==> src/rtl/regfile_read_sequencer_pkg.sv <==
`default_nettype none
// ============================================================================
// Package     : regfile_pkg
// Description : Shared geometry and FSM state type for the register-file
//               read sequencer.
// Revision    : 1.0 - initial release
// ============================================================================
package regfile_pkg;

    localparam int WIDTH  = 16;
    localparam int NREG   = 16;
    localparam int ADDR_W = $clog2(NREG);

    typedef enum logic [1:0] {
        IDLE  = 2'd0,
        DRIVE = 2'd1,
        RESP  = 2'd2
    } state_e;

endpackage : regfile_pkg
`default_nettype wire

==> src/rtl/regfile_read_sequencer_decoder.sv <==
`default_nettype none
// ============================================================================
// Module      : read_decoder
// Description : Register address to one-hot word-line decoder. With ZERO_REG
//               set, register 0 is hard-wired and its word line never fires.
// Revision    : 1.0 - initial release
// ============================================================================
module read_decoder
    import regfile_pkg::*;
#(
    parameter int NREG     = regfile_pkg::NREG,
    parameter int ZERO_REG = 1,
    localparam int ADDR_W  = $clog2(NREG)
) (
    input  logic [ADDR_W-1:0] addr,
    output logic [NREG-1:0]   onehot
);

    // One-hot decode, masking the hard-wired zero register
    always_comb begin
        onehot = '0;
        for (int i = 0; i < NREG; i++) begin
            onehot[i] = (addr == ADDR_W'(i));
        end
        if (ZERO_REG != 0) begin
            onehot[0] = 1'b0;
        end
    end

endmodule : read_decoder
`default_nettype wire

==> src/rtl/regfile_read_sequencer.sv <==
`default_nettype none
// ============================================================================
// Module      : regfile_read_sequencer
// Description : Two-port read controller for the bitline register file.
//               Latches a read request, holds one-hot word lines for
//               SETTLE_CYCLES, captures both bitlines (with same-edge write
//               bypass) and returns the operands over a valid/ready handshake.
// Revision    : 1.0 - initial release
// ============================================================================
module regfile_read_sequencer
#(
    parameter int WIDTH         = regfile_pkg::WIDTH,
    parameter int NREG          = regfile_pkg::NREG,
    parameter int SETTLE_CYCLES = 1,
    parameter int ZERO_REG      = 1,
    localparam int ADDR_W       = $clog2(NREG)
) (
    input  logic              clk,
    input  logic              rst,          // asynchronous, active low
    input  logic              req_valid,
    output logic              req_ready,
    input  logic [ADDR_W-1:0] src1,
    input  logic [ADDR_W-1:0] src2,
    output logic [NREG-1:0]   ReadEnable1,
    output logic [NREG-1:0]   ReadEnable2,
    input  logic [WIDTH-1:0]  Bitline1,
    input  logic [WIDTH-1:0]  Bitline2,
    input  logic              wr_en,
    input  logic [ADDR_W-1:0] wr_addr,
    input  logic [WIDTH-1:0]  wr_data,
    output logic              rsp_valid,
    input  logic              rsp_ready,
    output logic [WIDTH-1:0]  rdata1,
    output logic [WIDTH-1:0]  rdata2
);
    import regfile_pkg::*;

    localparam int CNT_W = $clog2(SETTLE_CYCLES + 1);

    state_e              state_q, state_d;
    logic [ADDR_W-1:0]   src1_q, src1_d, src2_q, src2_d;
    logic [CNT_W-1:0]    cnt_q, cnt_d;
    logic [NREG-1:0]     re1_q, re1_d, re2_q, re2_d;
    logic [WIDTH-1:0]    rdata1_q, rdata1_d, rdata2_q, rdata2_d;
    logic                req_ready_q, req_ready_d;
    logic                rsp_valid_q, rsp_valid_d;
    logic [NREG-1:0]     dec1, dec2;
    logic [WIDTH-1:0]    cap1, cap2;

    // Decode the incoming addresses so word lines are registered on accept
    read_decoder #(.NREG(NREG), .ZERO_REG(ZERO_REG)) u_dec1 (
        .addr   (src1),
        .onehot (dec1)
    );

    read_decoder #(.NREG(NREG), .ZERO_REG(ZERO_REG)) u_dec2 (
        .addr   (src2),
        .onehot (dec2)
    );

    // Capture muxes: zero register wins, then same-edge write, then bitline
    always_comb begin
        cap1 = Bitline1;
        cap2 = Bitline2;
        if ((ZERO_REG != 0) && (src1_q == '0)) begin
            cap1 = '0;
        end else if (wr_en && (wr_addr == src1_q)) begin
            cap1 = wr_data;
        end
        if ((ZERO_REG != 0) && (src2_q == '0)) begin
            cap2 = '0;
        end else if (wr_en && (wr_addr == src2_q)) begin
            cap2 = wr_data;
        end
    end

    // Next-state and registered-output computation for IDLE -> DRIVE -> RESP
    always_comb begin
        state_d     = state_q;
        src1_d      = src1_q;
        src2_d      = src2_q;
        cnt_d       = cnt_q;
        re1_d       = re1_q;
        re2_d       = re2_q;
        rdata1_d    = rdata1_q;
        rdata2_d    = rdata2_q;
        req_ready_d = req_ready_q;
        rsp_valid_d = rsp_valid_q;
        case (state_q)
            IDLE: begin
                if (req_valid) begin
                    src1_d      = src1;
                    src2_d      = src2;
                    cnt_d       = CNT_W'(SETTLE_CYCLES - 1);
                    re1_d       = dec1;
                    re2_d       = dec2;
                    req_ready_d = 1'b0;
                    state_d     = DRIVE;
                end
            end
            DRIVE: begin
                if (cnt_q == '0) begin
                    rdata1_d    = cap1;
                    rdata2_d    = cap2;
                    re1_d       = '0;
                    re2_d       = '0;
                    rsp_valid_d = 1'b1;
                    state_d     = RESP;
                end else begin
                    cnt_d = cnt_q - 1'b1;
                end
            end
            RESP: begin
                if (rsp_ready) begin
                    rsp_valid_d = 1'b0;
                    req_ready_d = 1'b1;
                    state_d     = IDLE;
                end
            end
            default: begin
                re1_d       = '0;
                re2_d       = '0;
                rsp_valid_d = 1'b0;
                req_ready_d = 1'b1;
                state_d     = IDLE;
            end
        endcase
    end

    // State and output registers; reset drops word lines immediately
    always_ff @(posedge clk or negedge rst) begin
        if (!rst) begin
            state_q     <= IDLE;
            src1_q      <= '0;
            src2_q      <= '0;
            cnt_q       <= '0;
            re1_q       <= '0;
            re2_q       <= '0;
            rdata1_q    <= '0;
            rdata2_q    <= '0;
            req_ready_q <= 1'b1;
            rsp_valid_q <= 1'b0;
        end else begin
            state_q     <= state_d;
            src1_q      <= src1_d;
            src2_q      <= src2_d;
            cnt_q       <= cnt_d;
            re1_q       <= re1_d;
            re2_q       <= re2_d;
            rdata1_q    <= rdata1_d;
            rdata2_q    <= rdata2_d;
            req_ready_q <= req_ready_d;
            rsp_valid_q <= rsp_valid_d;
        end
    end

    assign req_ready   = req_ready_q;
    assign rsp_valid   = rsp_valid_q;
    assign ReadEnable1 = re1_q;
    assign ReadEnable2 = re2_q;
    assign rdata1      = rdata1_q;
    assign rdata2      = rdata2_q;

endmodule : regfile_read_sequencer
`default_nettype wire
==> config.mk <==
export PLATFORM = sky130hd
export DESIGN_NAME = regfile_read_sequencer
export DESIGN_NICKNAME = d
export VERILOG_FILES = /design/src/rtl/regfile_read_sequencer_pkg.sv /design/src/rtl/regfile_read_sequencer_decoder.sv /design/src/rtl/regfile_read_sequencer.sv
export SDC_FILE = /design/constraint.sdc
export NUM_CORES = 1
export LEC_CHECK = 0
export ABC_AREA = 0
export BUFFER_PORTS_ARGS = -buffer_cell sky130_fd_sc_hd__clkbuf_2
export CAP_MARGIN = 20
export CORE_MARGIN = 5
export CORE_UTILIZATION = 50
export CTS_BUF_LIST = sky130_fd_sc_hd__clkbuf_16
export CTS_CLUSTER_DIAMETER = 30
export DETAILED_ROUTE_END_ITERATION = 8
export GPL_ROUTABILITY_DRIVEN = 0
export PLACE_DENSITY = 0.84
export SLEW_MARGIN = 20
export SYNTH_ARGS = -nofsm -noshare
export SYNTH_HDL_FRONTEND = slang
export SYNTH_HIERARCHICAL = 1
export SYNTH_SLANG_ARGS = --single-unit
==> constraint.sdc <==
create_clock -name clk -period 1.8 [get_ports clk]
set_input_delay 0.09 -clock clk [delete_from_list [all_inputs] [get_ports clk]]
set_output_delay 0.09 -clock clk [all_outputs]
set_load 0.02 [all_outputs]
== Word-level counts from Yosys, hierarchy flattened ==
Index checks and enable logic that the tools add are counted.

* Register bits after elaboration: 77
* Input port bits: 65

* Add/subtract/negate cells: 1
* Equality and inequality tests: 37
* Mux-type cells: 21
* Bitwise gates (word level): 4
* Reductions and logical operators: 13

{| class="wikitable"
|+ Operators by type and width
! cell !! number
|-
| 2-to-1 mux 16 bit || 7
|-
| case mux 16 bit (3 select lines) || 2
|-
| equality test 4 bit (second input constant) || 16
|-
| equality test 4 x 3 -> 1 bit (second input constant) || 8
|-
| equality test 4 x 2 -> 1 bit (second input constant) || 4
|-
| AND reduction 3 bit || 4
|-
| equality test 4 x 1 -> 1 bit (second input constant) || 2
|-
| equality test 4 bit || 2
|-
| zero test 4 bit || 2
|-
| 2-to-1 mux 2 bit || 3
|-
| inequality test 2 bit (second input constant) || 3
|-
| case mux 1 bit (3 select lines) || 2
|-
| case mux 2 bit (3 select lines) || 1
|-
| AND reduction 2 bit || 3
|-
| 2-to-1 mux 1 bit || 5
|-
| inverter 1 bit || 4
|-
| equality test 2 x 1 -> 1 bit (second input constant) || 1
|-
| equality test 2 bit (second input constant) || 1
|-
| logical AND 1 bit || 2
|-
| zero test 2 bit || 1
|-
| case mux 1 bit (2 select lines) || 1
|-
| nonzero test 2 bit || 1
|-
| subtractor 1 bit (second input constant) || 1
|}

== Logic depth before layout (Yosys ltp) ==
Gate-level depths: netlist (run 1).

* Depth after elaboration: 4
* Gate-level depth with buffers: 7

== By module ==
Netlist (run 1), hierarchy kept.

{| class="wikitable"
|+ By module, submodules not included
! module !! instances !! cells an instance !! area each (µm²) !! sequential area each (µm²)
|-
| regfile_read_sequencer || 1 || 304 || 3394.5 || 1903.1
|-
| read_decoder || 2 || 21 || 275.3 || 0.0
|}

== Least setup slack after synthesis (run 1) ==
No wires, ideal clock.

* Kind: reg2reg
* Start point: register src2_q[3]
* End point: register rdata2_q[10], in the netlist rdata2[10]
* Library setup time: 0.128 ns
* Data arrival time: 1.495 ns
* Path slack: 0.177 ns
* Stages on the path, launching flop included: 7
* Path buffers: 2
* Clock period less this slack: 1.623 ns
* Cells stage by stage: dfrtp_1 -> nor2b_1 -> a2111oi_4 -> and2_1 -> buf_4 -> buf_8 -> o211ai_2

* Cells in the longest elaborated chain, start to end: 4
* Elaborated cells between the ends (all ways): 5

{| class="wikitable"
|+ Ends and longest elaborated chain
! item !! RTL line !! source
|-
| from (decl) || regfile_read_sequencer.sv:41 || <nowiki>logic [ADDR_W-1:0] src1_q, src1_d, src2_q, src2_d;</nowiki>
|-
| from (signal assigned) || regfile_read_sequencer.sv:146 || <nowiki>src2_q <= src2_d;</nowiki>
|-
| equality test 4 bit || regfile_read_sequencer.sv:72 || <nowiki>end else if (wr_en && (wr_addr == src2_q)) begin</nowiki>
|-
| logical AND 1 bit || regfile_read_sequencer.sv:72 ||
|-
| 2-to-1 mux 16 bit || regfile_read_sequencer.sv:72 ||
|-
| 2-to-1 mux 16 bit * || regfile_read_sequencer.sv:70 || <nowiki>if ((ZERO_REG != 0) && (src2_q == '0)) begin</nowiki>
|-
| to (signal assigned) || regfile_read_sequencer.sv:151 || <nowiki>rdata2_q <= rdata2_d;</nowiki>
|-
| to (decl) || regfile_read_sequencer.sv:44 || <nowiki>logic [WIDTH-1:0] rdata1_q, rdata1_d, rdata2_q, rdata2_d;</nowiki>
|}

Mark *: on every way between the ends. The rest lies on a longest branch, timed or not.
A chain may end at the register's enable or synchronous reset.

== Worst setup path after layout (run 1) ==
* Start point: register state_q[1]
* End point: register src2_q[0]

* Cells in the longest elaborated chain, start to end: 2

{| class="wikitable"
|+ Ends and longest elaborated chain
! item !! RTL line !! source
|-
| from (decl) || regfile_read_sequencer.sv:40 || <nowiki>state_e state_q, state_d;</nowiki>
|-
| from (signal assigned) || regfile_read_sequencer.sv:144 || <nowiki>state_q <= state_d;</nowiki>
|-
| zero test 2 bit || regfile_read_sequencer.sv:89 || <nowiki>case (state_q)</nowiki>
|-
| AND reduction 2 bit (no source line) || n/a ||
|}

No other way between the ends.

==> metrics.md, run 1 <==
| Metric | Value |
|---|---|
| Cell Rows | `32` |
| Number of vias per cell | `5.81` |
| Drt pass-1 iters | `4` |
| Via count | `3322` |
| Final ANT Viol Nets | `0` |
| Met1 wire length | `4380 um` |
| Clk root buf | `clkbuf_16` |
| Outcome | `finished clean` |
| Max clock buf depth | `2` |
| Met3 wire length | `935 um` |
| Mapped cell area | `3950 um2` |
| Tot GR Track Use | `21.5%` |
| Slew Limit Fails | `0` |
| Worst Hold Class | `input pin to register` |
| Total congestion overflow | `0` |
| Vias in the first global route | `3370` |
| Sequential area share after synthesis | `48.2%` |
| Pwr dens | `1510 nW/um2` |
| CTS H-tree depth | `3` |
| Die Y | `98.8 um` |
| Routed wire length | `10300 um` |
| Reg2reg start | `state_q[1]` |
| Die area | `9770 um2` |
| Leakage | `2.45 nW` |
| Mean Syn Cell Area | `11.4 um2` |
| Nets | `530` |
| Worst hold path depth | `3` |
| Routed wire per std cell | `18.0 um` |
| Final Hold Fails | `0` |
| Synth warnings | `6` |
| Top sig layer | `met4` |
| Pin count of the biggest net entering global routing | `47` |
| Worst EP required | `2040 ps` |
| Post-DP Area | `4640 um2` |
| Clk sinks | `76` |
| Post-cts resize count | `0` |
| Setup CP Type | `register to register` |
| Num CTS Buffers | `9` |
| Post-Syn Instances | `346` |
| Minimum clock period | `1540 ps` |
| Final setup vio count | `0` |
| Iter 0 DRT Violations | `117` |
| Max-cap violations | `0` |
| Syn_nets | `411` |
| Initial antenna violation count | `0` |
| First-pass GRT wire length | `17100 um` |
| Final HPWL DP | `7440 um` |
| Port Buffer Count | `130` |
| Diodes inserted | `0` |
| Hold Path Sink | `rdata1[14]` |
| Startpoint class of the critical path | `register` |
| Met2 routed WL | `4810 um` |
| Top-Level Pins | `131` |
| Layout cells sized above 1 | `41.3%` |
| FF-to-FF setup slack | `260 ps` |
| Starting density of the core | `51.3%` |
| Final critical-path share of the clock period | `85.6%` |
| Unique masters post-synth | `33` |
| Worst-path clk slew | `60 ps` |
| Design area | `4960 um2` |
| RSZ-0062 raised after global routing | `no` |
| Area Overhead vs Synth | `25.8%` |
| CP arrival | `1780 ps` |
| Critical Path Fanout Max | `15` |
| Setup TNS | `0 ps` |
| Post-route clock skew | `9.75 ps` |
| VDD IR max | `0.602 mV` |
| Clk Latency, worst-skew pair | `320 ps` |
| Core area | `7690 um2` |
| Maximum clock rate | `649 MHz` |
| CP Capture Type | `register` |
| # DRC | `0` |
| Die X | `98.8 um` |
| R2r endpoint | `src2_q[0]` |
| Reg2Reg Depth | `5` |
| Seq cells post-synth | `76` |
| Worst hold start | `Bitline1[14]` |
| TritonCTS clock tree | `done` |
## worst max-delay path by stage
stage | from | endpoint | slack [ps] | cells after the start
after global routing | state_q[1] | src2_q[0] | 150 | 5
after detailed placement | state_q[1] | src2_q[0] | 260 | 5
after CTS | state_q[1] | src2_q[0] | 240 | 5
after global placement | state_q[1] | ReadEnable1[5] | 300 | 4
after floorplan | src2_q[3] | rdata2[10] | 180 | 6
final | state_q[1] | src2_q[0] | 260 | 5
## cells by family (layout without fill, tap and decap cells)
kind of cell | Yosys count | count (layout) | synth area share, %
flops | 76 | 76 | 48.2
buf+inv | 38 | 162 | 6.50
compound gates | 70 | 70 | 16.6
other cells | 2 | 2 | 0.190
mux | 7 | 7 | 2.00
xor+xnor | 5 | 5 | 1.11
simple gates | 148 | 148 | 25.3
## cell usage in the layout, fill, tap and decap left out, types with 4 or more instances in the layout
master / count
and4b_1: 8
o211ai_2: 14
buf_12: 4
a22o_1: 32
dfrtp_1: 75
and4bb_1: 12
nor4b_4: 8
clkbuf_16: 9
mux2_2: 7
clkbuf_2: 129
o211ai_1: 18
nand4_1: 32
xor2_1: 4
buf_4: 11
nand2_1: 67
## timing repair
action                    in CTS  in global routing
hold endpoints to repair      29                  0
setup buffers                  0                  0
hold buffers                   1                  0
## power breakdown
group | internal (W) | switching [W] | total [W]
sequential | 0.00226 | 0.000366 | 0.00263
clock | 0.00120 | 0.000655 | 0.00185
combinational | 0.00113 | 0.00191 | 0.00304
total | 0.00459 | 0.00293 | 0.00752
## metal layers
layer | GRT usage (%) | vias up
met1 | 29.0 | 1610
li1 | - | 1528
met5 | 0 | -
met2 | 33.2 | 168
met3 | 5.80 | 16
met4 | 7.88 | 0
## critical path, stage by stage, from the launching register on
cell	delay [ps]
dfrtp_1	410
nor2b_1	250
nor2b_4	360
buf_4	270
nand2_1	70
o21ai_0	90
## metrics by stage
stage,total power [W],setup WS (ps),instances,util [%],hold WS [ps]
global route,0.00797,150,572,64.6,10.0
CTS,0.00758,240,572,64.6,1.01
floorplan,0.00464,177,346,-,-206
finish,0.00752,260,572,64.6,6.52
detailed placement,0.00571,265,555,60.4,57.9
global placement,0.00560,301,555,60.4,51.3
## flip-flops by register name, summed over array words and instances, names as in the netlist
| register | flops |
|---|---|
| rsp_valid | 1 |
| ReadEnable1 | 16 |
| rdata2 | 16 |
| state_q | 2 |
| ReadEnable2 | 16 |
| src2_q | 4 |
| src1_q | 4 |
| req_ready | 1 |
| rdata1 | 16 |
## Yosys cell counts, drive strengths merged
| library cell | instances | area [um2] |
|---|---|---|
| dfrtp | 75 | 1880 |
| nand2 | 67 | 251 |
| a22o | 32 | 280 |
| nand4 | 32 | 200 |
| o211ai | 32 | 310 |
| buf | 22 | 196 |
| clkbuf | 15 | 56.3 |
| and4bb | 12 | 150 |
| and4b | 8 | 80.1 |
| nor4b | 8 | 190 |
| mux2 | 7 | 78.8 |
| nor2 | 6 | 22.5 |
| nor2b | 4 | 25.0 |
| xor2 | 4 | 35.0 |
| and2 | 3 | 21.3 |
| nand2b | 3 | 18.8 |
| and4 | 2 | 17.5 |
| conb | 2 | 7.51 |
| nor4 | 2 | 12.5 |
| o21ai | 2 | 10.0 |
| a2111oi | 1 | 27.5 |
| dfstp | 1 | 26.3 |
| inv | 1 | 3.75 |
| nor3 | 1 | 10.0 |
| o2111a | 1 | 11.3 |
| o21a | 1 | 7.51 |
| o22a | 1 | 8.76 |
| xnor2 | 1 | 8.76 |
## cell type report
class / instances / area, um2
flip-flops and latches: 76 / 1900
fillers: 611 / 2730
clock buffers: 9 / 225
clock inverters: 7 / 83.8
repair buffers: 145 / 818
multi-input cells: 232 / 1800
well taps: 102 / 128
inverters: 1 / 3.75
Note: power is estimated with default switching activity, not from simulation.
==> run 2, diff against run 1 <==
PLACE_DENSITY = 0.79   (was 0.84)
==> run 2 against run 1 <==
  * Combinational power about the same
  * Global-route usage decreased by 0.47 points
  * Flip-flop and latch count unchanged
  * Total power decreased by 1.8%
  * Register-to-register slack worse by 20 ps
  * Utilization fell by 0.28 points
  * Worst hold slack improved by 5.8 ps
  * Cell count rose by 0.35%
  * Worst setup slack worse by 15 ps
  * First-iteration DRC count rose by 17%
  * Clock power fell by 7%
  * Largest cell class unchanged
==> metrics.md, run 2 (synthesized netlist as in run 1, its figures left out) <==
| Metric | Value |
|---|---|
| Outcome | `finished clean` |
| Setup CP Type | `register to register` |
| FF-to-FF setup slack | `240 ps (-20 ps)` |
| Core area | `7690 um2 (unchanged)` |
| Iter 0 DRT Violations | `137 (+17%)` |
| Worst Tran Pin Value | `572 ps` |
| Area Overhead vs Synth | `25.2%` |
| Pin count of the biggest net entering global routing | `45 (-4.3%)` |
| Final Hold Fails | `0 (unchanged)` |
| Critical Path Fanout Max | `16 (+1)` |
| CP max stage cell | `dfrtp_1` |
| Commonest cells after routing, fill and taps aside | `129 x clkbuf_2, 75 x dfrtp_1, 67 x nand2_1, 32 x nand4_1, 32 x a22o_1` |
| RSZ-0062 raised after global routing | `no` |
| Reg area | `1900 um2 (unchanged)` |
| Cell Rows | `32 (unchanged)` |
| TritonCTS clock tree | `done` |
| Number of vias per cell | `5.81 (about the same)` |
| Clk Latency, worst-skew pair | `330 ps (about the same)` |
| Crit path launch | `state_q[1]` |
| Top-Level Pins | `131 (unchanged)` |
| M1 GR Usage | `29.4% (+0.41 points)` |
| Pwr dens | `1490 nW/um2 (-1.3%)` |
| Post-Layout Cell Count | `574 (+0.35%)` |
| Cell depth of the worst setup path | `4 (-1)` |
| # DRC | `0 (unchanged)` |
| Die X | `98.8 um (unchanged)` |
| Drt pass-1 iters | `4 (unchanged)` |
| Die Y | `98.8 um (unchanged)` |
| CP arrival | `1810 ps (+30 ps)` |
| Port Buffer Count | `130 (unchanged)` |
| Routed wire length | `10300 um (-0.42%)` |
| Startpoint class of the critical path | `register` |
| Reg2Reg Depth | `4 (-1)` |
| Total congestion overflow | `0 (unchanged)` |
| Area occupied by multi-input gates | `1800 um2 (unchanged)` |
| Tot GR Track Use | `21.0% (-0.47 points)` |
| Busiest layer in global routing | `met2` |
| Worst path cell trace | `nor2b_1 -> nor2b_4 -> buf_4 -> a22o_1` |
| Final critical-path share of the clock period | `86.4% (+0.85 points)` |
| # fillers | `649 (+6.2%)` |
| CP bufs+invs | `1 (unchanged)` |
| Post-cts resize count | `0 (unchanged)` |
| Vias in the first global route | `3287 (-2.5%)` |
| Setup TNS | `0 ps (unchanged)` |
| Minimum clock period | `1560 ps (+15.4 ps)` |
| R2r endpoint | `ReadEnable1[15]` |
| Slowest cell delay on critical path | `410 ps (about the same)` |
| Initial antenna violation count | `0 (unchanged)` |
| Slew Limit Fails | `0 (unchanged)` |
| Diodes inserted | `0 (unchanged)` |
| Max clock buf depth | `2 (unchanged)` |
| Worst EP required | `2050 ps (about the same)` |
| Family with the most delay on the worst path | `simple AND/OR/NAND/NOR gates` |
| Die area | `9770 um2 (unchanged)` |
| Grt met3 use | `4.60% (-1.2 points)` |
| Final HPWL DP | `7390 um (-0.72%)` |
| Post-route clock skew | `8.72 ps (-1.04 ps)` |
| Commonest non-fill, non-tap cell in the layout | `clkbuf_2` |
| Starting density of the core | `51.3% (unchanged)` |
| Clk sinks | `76 (unchanged)` |
| Nets | `532 (+0.38%)` |
| GR Util met2 | `32.1% (-1.1 points)` |
| Max-cap violations | `0 (unchanged)` |
| Routed wire per std cell | `17.9 um (-0.76%)` |
| CP Capture Type | `register` |
| First-pass GRT wire length | `16800 um (-1.7%)` |
| Placed Cells | `556 (+0.18%)` |
| CTS H-tree depth | `3 (unchanged)` |
| Clk root buf | `clkbuf_16` |
| Design area | `4940 um2 (-0.43%)` |
| Tot Pwr | `0.00738 W (-1.8%)` |
| Via count | `3334 (+0.36%)` |
| CP endpoint | `ReadEnable1[15]` |
| Max-slew headroom | `61.9%` |
| Maximum clock rate | `643 MHz (-0.99%)` |
| Final setup vio count | `0 (unchanged)` |
| Worst Hold Class | `input pin to register` |
| Worst-path clk slew | `60 ps (about the same)` |
| Layout cells sized above 1 | `41.1% (-0.17 points)` |
| Num CTS Buffers | `9 (unchanged)` |
| VDD IR max | `0.621 mV (+3.2%)` |
| Final ANT Viol Nets | `0 (unchanged)` |
| Reg2reg start | `state_q[1]` |
| Leakage | `2.43 nW (-0.64%)` |
| Post-DP Area | `4640 um2 (-0.11%)` |
## run 2: worst min-delay path by stage
stage,cells past startpoint,endpoint,startpoint
floorplan,0,ReadEnable1[0],rst
global placement,1,rdata1[5],rst
detailed placement,1,rdata1[6],rst
CTS,3,rdata2[4],Bitline2[4]
global route,3,rdata1[3],Bitline1[3]
finish,3,rdata2[4],Bitline2[4]
## run 2: power breakdown
part	leakage, nW	total (W)	switching, W	internal (W)
combinational	1.32	0.00305	0.00192	0.00113
sequential	0.981	0.00261	0.000350	0.00226
clock	0.135	0.00172	0.000673	0.00105
total	2.43	0.00738	0.00294	0.00444
## run 2: through the flow
stage	setup WS [ps]	util [%]	hold slack, ps
2_1_floorplan	177	-	-206
3_3_place_gp	301	60.3	114
3_5_place_dp	268	60.3	125
4_1_cts	245	64.3	0.200
5_1_grt	134	64.3	15.9
6_report	245	64.3	12.3
## run 2: worst register-to-register path, cell delays in order, from the launching register on
cell     delay (ps)
dfrtp_1         410
nor2b_1         230
nor2b_4         370
buf_4           290
a22o_1          180
## run 2: repair_timing
| item | CTS | global route |
|---|---|---|
| buffers inserted | 0 | 0 |
| hold endpoints to repair | 42 | 0 |
| hold buffers | 2 | 0 |
## run 2: routing by layer
layer	part of all wire (%)	wire length, um
met5	0	0
met3	9.1	934
met1	43	4380
met2	47	4810
met4	1.3	131
## run 2: layout make-up
| type | count | share of cell area, % |
|---|---|---|
| tap | 102 | 2.58 |
| multi-input combinational | 232 | 36.4 |
| sequential | 76 | 38.5 |
| clock inverter | 7 | 1.16 |
| inverter | 1 | 0.0760 |
| timing repair buffer | 147 | 16.7 |
| clock buffer | 9 | 4.56 |
